[src/rtl/pipe_stage_reg.sv]
// Generic pipeline-stage register with valid/ready on both sides.
// SKID=1: two-entry skid buffer, in_ready comes straight from a flop.
// SKID=0: single register, in_ready = !out_valid | out_ready.
// Also provides a synchronous flush and a saturating stall-cycle counter.
module pipe_stage_reg #(
   parameter int PAYLOAD_W = 73,
   parameter int SKID      = 1,
   parameter int CNT_W     = 16
) (
   input  logic                 clk,
   input  logic                 reset,
   input  logic                 in_valid,
   output logic                 in_ready,
   input  logic [PAYLOAD_W-1:0] in_data,
   output logic                 out_valid,
   input  logic                 out_ready,
   output logic [PAYLOAD_W-1:0] out_data,
   input  logic                 flush,
   output logic [1:0]           occupancy,
   output logic [CNT_W-1:0]     stall_cnt
);

   // The state encoding is the number of held entries.
   typedef enum logic [1:0] {
      EMPTY = 2'd0,
      ONE   = 2'd1,
      TWO   = 2'd2
   } state_e;

   state_e               state_q, state_d;
   logic [PAYLOAD_W-1:0] main_q, main_d;
   logic [PAYLOAD_W-1:0] skid_q, skid_d;
   logic                 rdy_q, rdy_d;
   logic [CNT_W-1:0]     cnt_q, cnt_d;
   logic                 accept, drain;

   // The main register always drives the output side.
   assign out_valid = (state_q != EMPTY);
   assign out_data  = main_q;
   assign occupancy = state_q;
   assign stall_cnt = cnt_q;

   // With a skid entry, ready is registered so no out_ready->in_ready path exists.
   assign in_ready  = (SKID != 0) ? rdy_q : (!out_valid | out_ready);

   assign accept = in_valid & in_ready;
   assign drain  = out_valid & out_ready;

   // Next-state, data steering and registered ready.
   always_comb begin
      state_d = state_q;
      main_d  = main_q;
      skid_d  = skid_q;
      if (flush) begin
         // Data registers keep their old contents; only the valid state is killed.
         state_d = EMPTY;
      end else begin
         case (state_q)
            EMPTY: begin
               if (accept) begin
                  main_d  = in_data;
                  state_d = ONE;
               end
            end
            ONE: begin
               if (accept && drain) begin
                  main_d = in_data;
               end else if (accept) begin
                  // Only reachable with a skid entry; SKID=0 drops ready here.
                  if (SKID != 0) begin
                     skid_d  = in_data;
                     state_d = TWO;
                  end else begin
                     main_d = in_data;
                  end
               end else if (drain) begin
                  state_d = EMPTY;
               end
            end
            TWO: begin
               // No accept is possible here because in_ready is low.
               if (drain) begin
                  main_d  = skid_q;
                  state_d = ONE;
               end
            end
            default: state_d = EMPTY;
         endcase
      end
      rdy_d = (state_d != TWO);
   end

   // Saturating count of cycles where the downstream stalls a valid output.
   always_comb begin
      cnt_d = cnt_q;
      if (out_valid && !out_ready && (cnt_q != {CNT_W{1'b1}}))
         cnt_d = cnt_q + CNT_W'(1);
   end

   // State, data and counter registers; reset discards everything.
   always_ff @(posedge clk or posedge reset) begin
      if (reset) begin
         state_q <= EMPTY;
         main_q  <= '0;
         skid_q  <= '0;
         rdy_q   <= 1'b1;
         cnt_q   <= '0;
      end else begin
         state_q <= state_d;
         main_q  <= main_d;
         skid_q  <= skid_d;
         rdy_q   <= rdy_d;
         cnt_q   <= cnt_d;
      end
   end

endmodule

[config.mk]
export PLATFORM = sky130hd
export DESIGN_NAME = pipe_stage_reg
export DESIGN_NICKNAME = d
export VERILOG_FILES = /design/src/rtl/pipe_stage_reg.sv
export SDC_FILE = /design/constraint.sdc
export NUM_CORES = 1
export LEC_CHECK = 0
export ABC_AREA = 1
export BUFFER_PORTS_ARGS = -buffer_cell sky130_fd_sc_hd__buf_2
export CAP_MARGIN = 20
export CORE_AREA = 10 10 130 222
export CTS_CLUSTER_DIAMETER = 30
export CTS_CLUSTER_SIZE = 20
export DETAILED_ROUTE_END_ITERATION = 10
export DIE_AREA = 0 0 140 232
export GPL_TIMING_DRIVEN = 0
export PLACE_DENSITY_LB_ADDON = 0.12
export RECOVER_POWER = 100
export SYNTH_ARGS = -nofsm -noshare
export SYNTH_HDL_FRONTEND = slang
export SYNTH_SLANG_ARGS = --single-unit
export TNS_END_PERCENT = 5
[constraint.sdc]
create_clock -name clk -period 6.4 [get_ports clk]
set_input_delay 1.28 -clock clk [delete_from_list [all_inputs] [get_ports clk]]
set_output_delay 1.28 -clock clk [all_outputs]
set_load 0.03 [all_outputs]
---- Yosys cells after proc, flatten, opt, wreduce, memory -nomap -nowiden ----
Index checks and enable logic that the tools add are counted.
storage, ports and cells
  word-level logic and storage cells ...... 37
  output and inout port bits .............. 93
  bits in registers ....................... 165
  input port bits ......................... 78
operators by class
  reduce and logical (&&, ||, !) cells .... 9
  bitwise logic cells ..................... 4
  add/sub/neg operators ................... 1
  mux-type cells .......................... 11
  equality and inequality tests ........... 7
operators by type and width
  cell                     number
  $mux W73                 3
  $pmux W73 S3             1
  $add A16 B1 Y16 const B  1
  $ne A16 B16 Y1 const B   1
  $mux W2                  6
  $ne A2 B2 Y1 const B     4
  $pmux W2 S3              1
  $reduce_and A5 Y1        1
  $reduce_and A4 Y1        1
  $logic_and A1 B1 Y1      3
  $reduce_bool A3 Y1       1
  $and A1 B1 Y1            2
  $eq A2 B1 Y1 const B     1
  $eq A2 B2 Y1 const B     1
  $logic_not A2 Y1         1
  $not A1 Y1               2
  $reduce_bool A2 Y1       1
  $logic_not A1 Y1         1

---- Longest topological paths before layout ----
Gate-level depths: netlist (run 1).
  depth after elaboration ................. 8
  mapped depth ............................ 9
  gate-level depth less buffers ........... 8

---- Worst setup path before layout (run 1) ----
Ideal clock, no wire load.
  kind .................................... input port to flip-flop
  start point ............................. in in_valid
  end point ............................... reg skid_q[26]
  required time ........................... 6.267 ns
  data arrival time ....................... 2.068 ns
  setup time .............................. 0.133 ns
  cell stages on the path ................. 7
  slack ................................... 4.199 ns
  cell sequence ........................... nand2_1 > nor3_1 > nand2_1 > buf_2 > clkbuf_1 > nor2_1 > a21oi_1
on the way
  word-level cells in the longest chain between the ends .. 4
ends and longest elaborated chain
  element                          RTL line  text
  start, declared                  12        input logic in_valid,
  $and A1 B1 Y1 (*)                46        assign accept = in_valid & in_ready;
  $logic_and A1 B1 Y1              66        if (accept && drain) begin
  $not A1 Y1 (no line)             --
  $reduce_and A4 Y1 (no line) (*)  --
  end signal, assigned             111       skid_q <= skid_d;
  end, declared                    32        logic [PAYLOAD_W-1:0] skid_q, skid_d;
Mark *: on every way between the ends. The rest lies on a longest branch, timed or not.
A chain may end at the register's enable or synchronous reset.

---- Worst setup path after layout (run 1) ----
  start point ............................. reg cnt_q[0], in the netlist stall_cnt[0]
  end point ............................... reg cnt_q[13], in the netlist stall_cnt[13]
on the way
  word-level cells in the longest chain between the ends .. 2
  elaborated cells between the ends (all ways) .. 3
ends and longest elaborated chain
  element                                                  RTL line  text
  start, declared                                          34        logic [CNT_W-1:0] cnt_q, cnt_d;
  start signal, assigned                                   113       cnt_q <= cnt_d;
  branches (longest 2 deep; another with $add A16 B1 Y16)  --
Several ways; the timed one is not identified.

==> flow_summary_export.csv, run 1 <==
group,metric,value,unit
power,p_total,3.132,mW
worst_setup_path,crit_path_max_incr_delay,0.94,ns
detailed_routing,routed_via_density,4.458,
timing,worst_hold_slack,0.4751,ns
grt,grt_overflow_total,0,
power,peakVddDrop,0.0001751,V
worst_setup_path,critical_path.n_buffers_inverters,3,
detailed_routing,detail_route.drc_violations,0,
clock_tree,cts_inserted_buffers,17,
final_layout,syn2layout_area_growth,23.10,%
outcome,failed_checks,"max-capacitance violations, max-slew violations",
die,core_area,25050,sq um
worst_setup_path,worst-r2r-cell-count,9,
synthesis,netlist_instances,942,
clock_tree,ctsHoldBuffers,0,
worst_hold_path,holdPathStages,2,
synthesis,netlist_top_cells_count,"sky130_fd_sc_hd__nand2_1 (392), sky130_fd_sc_hd__dfrtp_1 (164), sky130_fd_sc_hd__o21ai_0 (104)",
final_layout,fill_cells,2809,
grt,global_route_usage_sum,0.1450,
timing,final-max-slew-violation-count,62,
die,rows,77,
worst_setup_path,path_depth,9,
placement,dp_hpwl,17020,um
synthesis,synth_nets,1021,
timing,fin_setup_tns,0,ns
detailed_routing,drt_pre_antenna_iters,5,
clock_tree,cts.repair.resized,0,
clock_tree,clock_tree_from_tritoncts,"built",
synthesis,cells_taking_the_most_area_after_synthesis,"sky130_fd_sc_hd__dfrtp_1 (55%), sky130_fd_sc_hd__nand2_1 (20%), sky130_fd_sc_hd__o21ai_0 (7.0%), sky130_fd_sc_hd__inv_1 (4.4%), sky130_fd_sc_hd__a21oi_1 (3.3%)",
timing,post-route-period-util,0.4957,
worst_setup_path,crit_path_end_kind,"register",
placement,globalplace.congestion,0.7694,
synthesis,synth_ff_type,"sky130_fd_sc_hd__dfrtp_1",
worst_setup_path,critical_path_required,6.74,ns
clock_tree,clock-root-buffer,"sky130_fd_sc_hd__clkbuf_16",
clock_tree,worst_setup_hold_path_clk_slew,0.07,ns
final_layout,drive_above_1_share,0.1144,
clock_tree,clock_latency_on_the_worst_skew_pair,0.45,ns
worst_setup_path,cp.arrival,3.51,ns
timing,tightestPinTransition,2.998,ns
grt,via_count_of_the_first_global_routing_pass,6653,
synthesis,register_area_share_after_synthesis,0.5567,
worst_setup_path,ordered_list_of_cells_on_the_worst_path,"ha_1 > nand3_1 > inv_1 > nand2_4 > o21ai_0 > clkinvlp_2 > clkbuf_1 > nand2_1 > nand2_1",
grt,global_route_wire_length_before_repair,36980,um
synthesis,synth_top_area_share,0.5531,
worst_setup_path,crit_family,"buffers and inverters",
detailed_routing,detailed_route_via_count,6522,
worst_setup_path,critical_path.max_fanout,10,
synthesis,async_flop_share,1.000,
timing,unrepaired_setup_endpoints_after_global_routing,"no",
grt,grt_max_degree,105,
synthesis,post-synth-top-area-cell,"sky130_fd_sc_hd__dfrtp_1",
synthesis,synth_area_per_cell,7.876,sq um
placement,port-buffer-count,170,
worst_hold_path,type_of_the_tightest_min_delay_check,"reg -> reg",
detailed_routing,avgRoutedWirePerCell,15.97,um
die,floorplan.initialDensity,0.2962,
die,pin_count,171,
timing,setup_skew_after_layout,0.007473,ns
outcome,outcome,"finished, violations left",
worst_setup_path,cell_repeated_most_along_the_worst_path,"sky130_fd_sc_hd__nand2_1",
worst_setup_path,crit_type,"reg -> reg",
power,power_density,342.9,nW/um^2
clock_tree,postCtsSetupBuffers,0,
timing,finalSetupViolations,0,
detailed_routing,ant_nets,0,
die,die-height,232,um
clock_tree,clk_path_buf_depth,2,
grt,antenna_violations_before_repair,4,
timing,achievable-frequency,315.2,MHz
timing,final.min_clock_period,3.172,ns
job,drv_cap,1,
synthesis,yosys_warnings,0,
final_layout,finalNetCount,1211,
clock_tree,clock_sink_count,165,
synthesis,synth_most_common_cell,"sky130_fd_sc_hd__nand2_1",
clock_tree,cts_max_level,4,
synthesis,syn-cell-area,7420,sq um
worst_setup_path,crit_slowest_cell,"sky130_fd_sc_hd__o21ai_0",
die,die_area,32480,sq um
synthesis,synth.ff_latch_count,165,
timing,timing.final.hold_violations,0,
worst_setup_path,crit_path_start_kind,"register",
die,die_width,140,um
power,total_leakage_power,4.763,nW
synthesis,synth_cell_type_count,27,
detailed_routing,initial_drc_count,231,
detailed_routing,routed_wl,23360,um
synthesis,edff_count_synth,0,
timing,slew_headroom,-1.010,
kinds of logic after synthesis:
| family | synth area share |
|---|---|
| buffers and inverters | 0.07791 |
| flip-flops | 0.5567 |
| AND/OR/NAND/NOR | 0.2501 |
| XOR/XNOR | 0.008263 |
| AO/OA/AOI/OAI | 0.1054 |
| adder cells (fa/ha/maj) | 0.001686 |
power by group:
part,internal [mW],total (mW),switching (mW),leakage [nW]
registers,1.27,1.38,0.112,1.98
clock network,0.634,1.09,0.453,0.292
logic,0.183,0.668,0.484,2.49
worst register-to-register path, delay by kind of cell, from the launching register on:
family / cells / cell delay, ns
compound gates: 1 / 0.94
fa+ha+maj: 1 / 0.23
buf+inv: 3 / 1.01
flops: 1 / 0.46
simple gates: 4 / 0.43
final cells by class:
type,count,area [sq um],area share
Sequential cell,165,4130,0.4522
Multi-Input combinational cell,639,2685,0.2940
Timing Repair Buffer,171,762.0,0.08342
Clock buffer,20,456.7,0.05000
Tap cell,316,395.4,0.04329
Inverter,90,340.3,0.03726
Buffer,48,205.2,0.02247
Clock inverter,12,153.9,0.01685
Antenna cell,2,5.005,0.0005479
layer usage:
layer	routed length [um]	up-vias	track usage
li1	-	3286	-
met1	9601	3067	0.1590
met2	12230	137	0.2583
met3	1116	26	0.04279
met4	372	6	0.05246
met5	40	-	0
flip-flops by register name (all words and copies together), names as in the netlist:
signal,cells
in_ready,1
skid_q,73
out_data,73
stall_cnt,16
occupancy,2
worst paths after layout:
| kind | start | to | slack (ns) |
|---|---|---|---|
| setup / recovery | stall_cnt[0] | stall_cnt[13] | 3.23 |
| hold / removal | out_data[52] | out_data[52] | 0.48 |
| setup reg to reg | stall_cnt[0] | stall_cnt[13] | 3.23 |
| hold reg to reg | out_data[52] | out_data[52] | 0.48 |
| max in group asynchronous | reset | out_data[55] | 3.25 |
| min in group asynchronous | reset | out_data[31] | 1.69 |
placed cells by master, fill, tap and decap left out, drive strengths merged:
cell	Yosys	routed
dfstp	1	1
diode	0	2
clkinvlp	0	5
ha	1	1
bufinv	0	3
inv	89	87
nor3	1	1
and2	1	1
clkinv	1	7
xor2	1	1
buf	24	93
dfrtp	164	164
a21oi	49	49
clkbuf	24	146
nand2	394	394
o21ai	105	105
xnor2	6	6
nand3	9	9
nor2	65	65
nand4	7	7
per-stage QoR:
stage | cell area (sq um) | instances | util | setup slack [ns]
final | 9134 | 1463 | 0.3646 | 3.228
after global routing | 9129 | 1461 | 0.3644 | 2.734
after CTS | 9311 | 1461 | 0.3717 | 3.746
after detailed placement | 8701 | 1429 | 0.3474 | 3.613
after global placement | 8666 | 1428 | 0.3460 | -1.983
after floorplan | 7420 | 942 | - | 0.6600
No activity file was read; power rests on OpenSTA's default activity.
==> inputs of run 2 (changes only) <==
clock period = 2.87 ns   (was 6.4 ns; I/O delays follow)
==> flow_summary_export.csv, run 2 (same netlist as run 1, synthesis figures left out) <==
group,metric,value,unit
worst_setup_path,cell_repeated_most_along_the_worst_path,"sky130_fd_sc_hd__nand2_1",
timing,timing.final.hold_violations,0,
timing,fin_ws,0.6255,ns
detailed_routing,avgRoutedWirePerCell,15.96,um
detailed_routing,routed_via_density,4.431,
worst_setup_path,crit_type,"reg -> reg",
clock_tree,cts_inserted_buffers,17,
clock_tree,postCtsSetupBuffers,0,
worst_setup_path,ordered_list_of_cells_on_the_worst_path,"ha_1 > nand3_1 > inv_1 > nand2_4 > o21ai_1 > inv_4 > buf_6 > nand2_1 > nand2_1",
die,floorplan.initialDensity,0.2962,
detailed_routing,drt_pre_antenna_iters,4,
final_layout,post-route-cell-area,9213,sq um
final_layout,finalNetCount,1215,
die,die_area,32480,sq um
grt,global_route_wire_length_before_repair,37140,um
worst_setup_path,crit_path_start_kind,"register",
timing,tightestPinTransition,0.9934,ns
grt,global_route_usage_sum,0.1450,
clock_tree,clock-root-buffer,"sky130_fd_sc_hd__clkbuf_16",
clock_tree,worst_setup_hold_path_clk_slew,0.06,ns
clock_tree,clock_sink_count,165,
detailed_routing,ant_nets,0,
timing,setup_skew_after_layout,0.009600,ns
final_layout,mostFrequentLayoutCells,"sky130_fd_sc_hd__nand2_1 (392), sky130_fd_sc_hd__dfrtp_1 (164), sky130_fd_sc_hd__clkbuf_1 (124)",
final_layout,drive_above_1_share,0.1192,
timing,post-route-period-util,0.7820,
worst_setup_path,critical_path.n_buffers_inverters,3,
detailed_routing,detail_route.drc_violations,0,
die,die-height,232,um
clock_tree,cts.repair.resized,0,
outcome,outcome,"completed",
clock_tree,cts_max_level,4,
final_layout,syn2layout_area_growth,24.17,%
detailed_routing,initial_drc_count,214,
placement,pre_cts_slack,0.8409,ns
power,total_leakage_power,4.814,nW
grt,via_count_of_the_first_global_routing_pass,6748,
worst_setup_path,crit_slowest_cell,"sky130_fd_sc_hd__o21ai_1",
timing,final.min_clock_period,2.244,ns
worst_setup_path,crit_path_end_kind,"register",
clock_tree,clk_path_buf_depth,2,
job,drv_cap,0,
placement,dpl_cell_area,8777,sq um
timing,worst_hold_slack,0.2841,ns
final_layout,layout.cells.most_common,"sky130_fd_sc_hd__nand2_1",
clock_tree,clock_tree_from_tritoncts,"built",
final_layout,final_core_util,0.3678,
worst_setup_path,critical_path.max_fanout,10,
placement,port-buffer-count,170,
clock_tree,clock_latency_on_the_worst_skew_pair,0.44,ns
power,peakVddDrop,0.0004173,V
die,rows,77,
worst_setup_path,crit_path_max_incr_delay,0.71,ns
detailed_routing,detailed_route_via_count,6501,
final_layout,fill_cells,2772,
placement,dp_hpwl,17610,um
power,power_density,757.5,nW/um^2
grt,grt_max_degree,39,
worst_setup_path,critical_path_required,3.20,ns
grt,antenna_violations_before_repair,3,
grt,grt_overflow_total,0,
timing,achievable-frequency,445.5,MHz
detailed_routing,routed_wl,23410,um
die,die_width,140,um
worst_setup_path,crit_family,"compound AO/OA/AOI/OAI gates",
clock_tree,ctsHoldBuffers,0,
die,core_area,25050,sq um
worst_setup_path,cp.arrival,2.57,ns
worst_hold_path,type_of_the_tightest_min_delay_check,"in -> async",
die,pin_count,171,
placement,globalplace.congestion,0.7667,
timing,finalSetupViolations,0,
timing,unrepaired_setup_endpoints_after_global_routing,"no",
timing,final-max-slew-violation-count,0,
timing,slew_headroom,0.3377,
==> run 2: cell count changes in the layout (fill, tap and decap cells not counted), sizes merged <==
| cell | change |
|---|---|
| buf | +7 |
| clkinv | -2 |
| clkinvlp | -2 |
| inv | +1 |
==> run 2: power by group <==
group          leakage, nW  total, mW  internal [mW]  switching (mW)
Clock                0.293       2.40           1.43           0.972
Combinational         2.54       1.50          0.421            1.07
Sequential            1.98       3.08           2.82           0.254
Total                 4.81       6.98           4.68            2.30
==> run 2: layout make-up <==
class                      instances  area (sq um)  area share
timing repair buffer             175         812.0     0.08814
clock inverter                     9         125.1     0.01358
inverter                          90         341.6     0.03708
multi-input combinational        639          2693      0.2923
sequential                       165          4130      0.4483
antenna                            2         5.005   0.0005433
buffer                            48         232.7     0.02526
clock buffer                      23         478.0     0.05188
tap                              316         395.4     0.04292
==> run 2: metrics by stage <==
stage	power (mW)	std cells	setup TNS [ns]
after global placement	4.685	1428	-193.33
after floorplan	4.149	942	0
after detailed placement	4.730	1433	0
final	6.978	1467	0
after global routing	7.403	1465	0
after CTS	7.172	1465	0
==> run 2: worst paths after layout <==
check | from | end | slack [ns] | cells after the start
setup / recovery | stall_cnt[0] | stall_cnt[13] | 0.63 | 9
hold / removal | reset | out_data[31] | 0.28 | 2
setup reg to reg | stall_cnt[0] | stall_cnt[13] | 0.63 | 9
hold reg to reg | out_data[49] | out_data[49] | 0.48 | 2
max in group asynchronous | reset | skid_q[52] | 0.85 | 6
min in group clk | in_data[68] | skid_q[68] | 0.39 | 3
==> run 2: worst register-to-register path, stage by stage, from the launching register on <==
cell                      delay [ns]
sky130_fd_sc_hd__dfrtp_1        0.46
sky130_fd_sc_hd__ha_1           0.24
sky130_fd_sc_hd__nand3_1        0.16
sky130_fd_sc_hd__inv_1          0.17
sky130_fd_sc_hd__nand2_4        0.07
sky130_fd_sc_hd__o21ai_1        0.71
sky130_fd_sc_hd__inv_4          0.05
sky130_fd_sc_hd__buf_6          0.17
sky130_fd_sc_hd__nand2_1        0.06
sky130_fd_sc_hd__nand2_1        0.05
==> run 2: routing by layer <==
layer,up-vias,part of all wire,global-route usage
li1,3300,-,-
met2,130,0.53,0.2593
met4,4,0.018,0.05894
met1,3042,0.40,0.1571
met3,25,0.047,0.04013
met5,-,0.0014,0
==> inputs of run 3 (changes only) <==
clock period = 1.8 ns   (was 2.87 ns; I/O delays follow)
==> flow_summary_export.csv, run 3 (same netlist as run 1, synthesis figures left out) <==
group,metric,value,unit
outcome,outcome,"completed",
final_layout,layout.cells.most_common,"sky130_fd_sc_hd__nand2_1",
worst_hold_path,type_of_the_tightest_min_delay_check,"in -> reg",
worst_setup_path,setup.worst_path.end,"out_valid",
clock_tree,clk_path_buf_depth,2,
placement,dp_hpwl,17610,um
worst_setup_path,crit_type,"reg -> out",
timing,post-route-period-util,0.9445,
placement,pre_cts_slack,-0.02904,ns
detailed_routing,detail_route.drc_violations,0,
detailed_routing,detailed_route_via_count,6514,
grt,global_route_wire_length_before_repair,37270,um
timing,worst_hold_slack,0.1760,ns
grt,grtUsageMet1,0.1570,
power,peakVddDrop,0.0006649,V
detailed_routing,avgRoutedWirePerCell,16.02,um
detailed_routing,initial_drc_count,211,
worst_setup_path,crit_path_max_incr_delay,0.46,ns
final_layout,drive_above_1_share,0.1487,
power,power_density,1201,nW/um^2
grt,via_count_of_the_first_global_routing_pass,6753,
timing,unrepaired_setup_endpoints_after_global_routing,"yes",
grt,antenna_violations_before_repair,3,
placement,port-buffer-count,170,
die,die_width,140,um
placement,globalplace.congestion,0.7667,
die,die-height,232,um
worst_setup_path,critical_r2r_capture,"out_data[58]",
die,core_area,25050,sq um
worst_setup_path,ordered_list_of_cells_on_the_worst_path,"nor2_2 > inv_1 > buf_2",
worst_setup_path,reg2reg_setup_slack,0.12,ns
grt,global_route_usage_sum,0.1455,
grt,grt_overflow_total,0,
timing,final.min_clock_period,1.700,ns
worst_setup_path,crit_path_start_kind,"register",
worst_setup_path,worst-r2r-cell-count,7,
die,floorplan.initialDensity,0.2962,
clock_tree,clock-root-buffer,"sky130_fd_sc_hd__clkbuf_16",
worst_setup_path,crit_slowest_cell,"sky130_fd_sc_hd__dfrtp_1",
worst_setup_path,critical_path_required,1.44,ns
worst_setup_path,path_depth,3,
timing,fin_ws,0.09993,ns
clock_tree,clock_sink_count,165,
clock_tree,cts_max_level,4,
timing,timing.final.hold_violations,0,
die,rows,77,
detailed_routing,routed_wl,23510,um
clock_tree,clock_tree_from_tritoncts,"built",
worst_setup_path,critical_path.max_fanout,6,
worst_setup_path,cp.arrival,1.34,ns
worst_setup_path,r2r_start,"occupancy[1]",
detailed_routing,ant_nets,0,
clock_tree,worst_setup_hold_path_clk_slew,0.07,ns
worst_setup_path,critical_path.startpoint,"occupancy[1]",
timing,achievable-frequency,588.2,MHz
final_layout,mostFrequentLayoutCells,"sky130_fd_sc_hd__nand2_1 (392), sky130_fd_sc_hd__dfrtp_1 (162), sky130_fd_sc_hd__o21ai_0 (103)",
placement,dpl_cell_area,8777,sq um
die,die_area,32480,sq um
die,pin_count,171,
worst_setup_path,critical_path.n_buffers_inverters,2,
worst_setup_path,crit_family,"flip-flops",
power,total_leakage_power,4.881,nW
detailed_routing,drt_pre_antenna_iters,4,
timing,final-max-slew-violation-count,0,
worst_setup_path,crit_path_end_kind,"output pin",
timing,slew_headroom,0.3336,
final_layout,syn2layout_area_growth,25.48,%
timing,setup_skew_after_layout,0.008708,ns
grt,grt_most_used_layer,"met2",
grt,grt_max_degree,39,
clock_tree,clock_latency_on_the_worst_skew_pair,0.44,ns
clock_tree,cts_inserted_buffers,17,
timing,finalSetupViolations,0,
timing,tightestPinTransition,0.9996,ns
clock_tree,postCtsSetupBuffers,0,
job,drv_cap,0,
final_layout,finalNetCount,1216,
grt,grt_use_met3,0.04013,
detailed_routing,routed_via_density,4.440,
final_layout,post-route-cell-area,9310,sq um
grt,global_route.usage.met2,0.2606,
run 3: cell types whose count changed in the layout (fill, tap and decap cells not counted), moves of 2 or more:
cell | previous run | this run
sky130_fd_sc_hd__buf_4 | 6 | 9
sky130_fd_sc_hd__inv_1 | 87 | 85
sky130_fd_sc_hd__dfrtp_2 | 0 | 2
sky130_fd_sc_hd__clkbuf_4 | 0 | 7
sky130_fd_sc_hd__clkbuf_1 | 124 | 100
sky130_fd_sc_hd__dfrtp_1 | 164 | 162
sky130_fd_sc_hd__clkbuf_2 | 2 | 12
sky130_fd_sc_hd__buf_2 | 89 | 92
sky130_fd_sc_hd__buf_6 | 2 | 4
run 3: timing repair:
item | in CTS | in global routing
hold endpoints to repair | 18 | 0
setup endpoints to repair | 58 | 154
resized for setup | 8 | 53
pin swaps | 1 | 0
hold buffers | 1 | 0
run 3: area by class of cell:
class / count / area (sq um)
buffer: 48 / 291.5
timing repair buffer: 176 / 815.8
inverter: 90 / 345.3
sequential: 165 / 4133
fill: 2763 / 15740
antenna: 1 / 2.502
tap: 316 / 395.4
clock inverter: 9 / 125.1
multi-input combinational: 639 / 2724
clock buffer: 23 / 478.0
run 3: worst min path at each step:
| stage | start | to | slack [ns] | cells past startpoint |
|---|---|---|---|---|
| 3_5_place_dp | reset | out_data[30] | 0.42 | 2 |
| 4_1_cts | reset | stall_cnt[15] | 0.03 | 3 |
| 6_report | in_data[68] | skid_q[68] | 0.18 | 3 |
| 3_3_place_gp | out_data[46] | out_data[46] | 0.46 | 2 |
| 2_1_floorplan | skid_q[0] | skid_q[0] | 0.45 | 2 |
| 5_1_grt | in_data[13] | skid_q[13] | 0.17 | 3 |
run 3: per-layer routing:
metal  up-vias  routed length (um)
met5         -                  33
li1       3300                   -
met4         4                 490
met1      3051                9483
met2       129               12440
met3        30                1060
run 3: metrics by stage:
| step | setup TNS (ns) | util | power [mW] | cells |
|---|---|---|---|---|
| floorplan | -108.05 | - | 6.615 | 942 |
| global placement | -335.41 | 0.3461 | 7.469 | 1428 |
| detailed placement | -0.3449 | 0.3504 | 7.542 | 1433 |
| CTS | -0.0004281 | 0.3755 | 11.45 | 1466 |
| global route | -1.101 | 0.3716 | 11.86 | 1466 |
| finish | 0 | 0.3717 | 11.18 | 1467 |
run 3: tightest hold or removal path, stage by stage:
cell                      delay [ns]
sky130_fd_sc_hd__buf_2          0.09
sky130_fd_sc_hd__nor2_1         0.04
sky130_fd_sc_hd__a21oi_1        0.10
run 3: report_power, final:
part / leakage [nW] / internal, mW / switching, mW
clock network: 0.293 / 2.28 / 1.55
logic: 2.61 / 0.698 / 1.72
registers: 1.98 / 4.51 / 0.417
total: 4.88 / 7.49 / 3.69
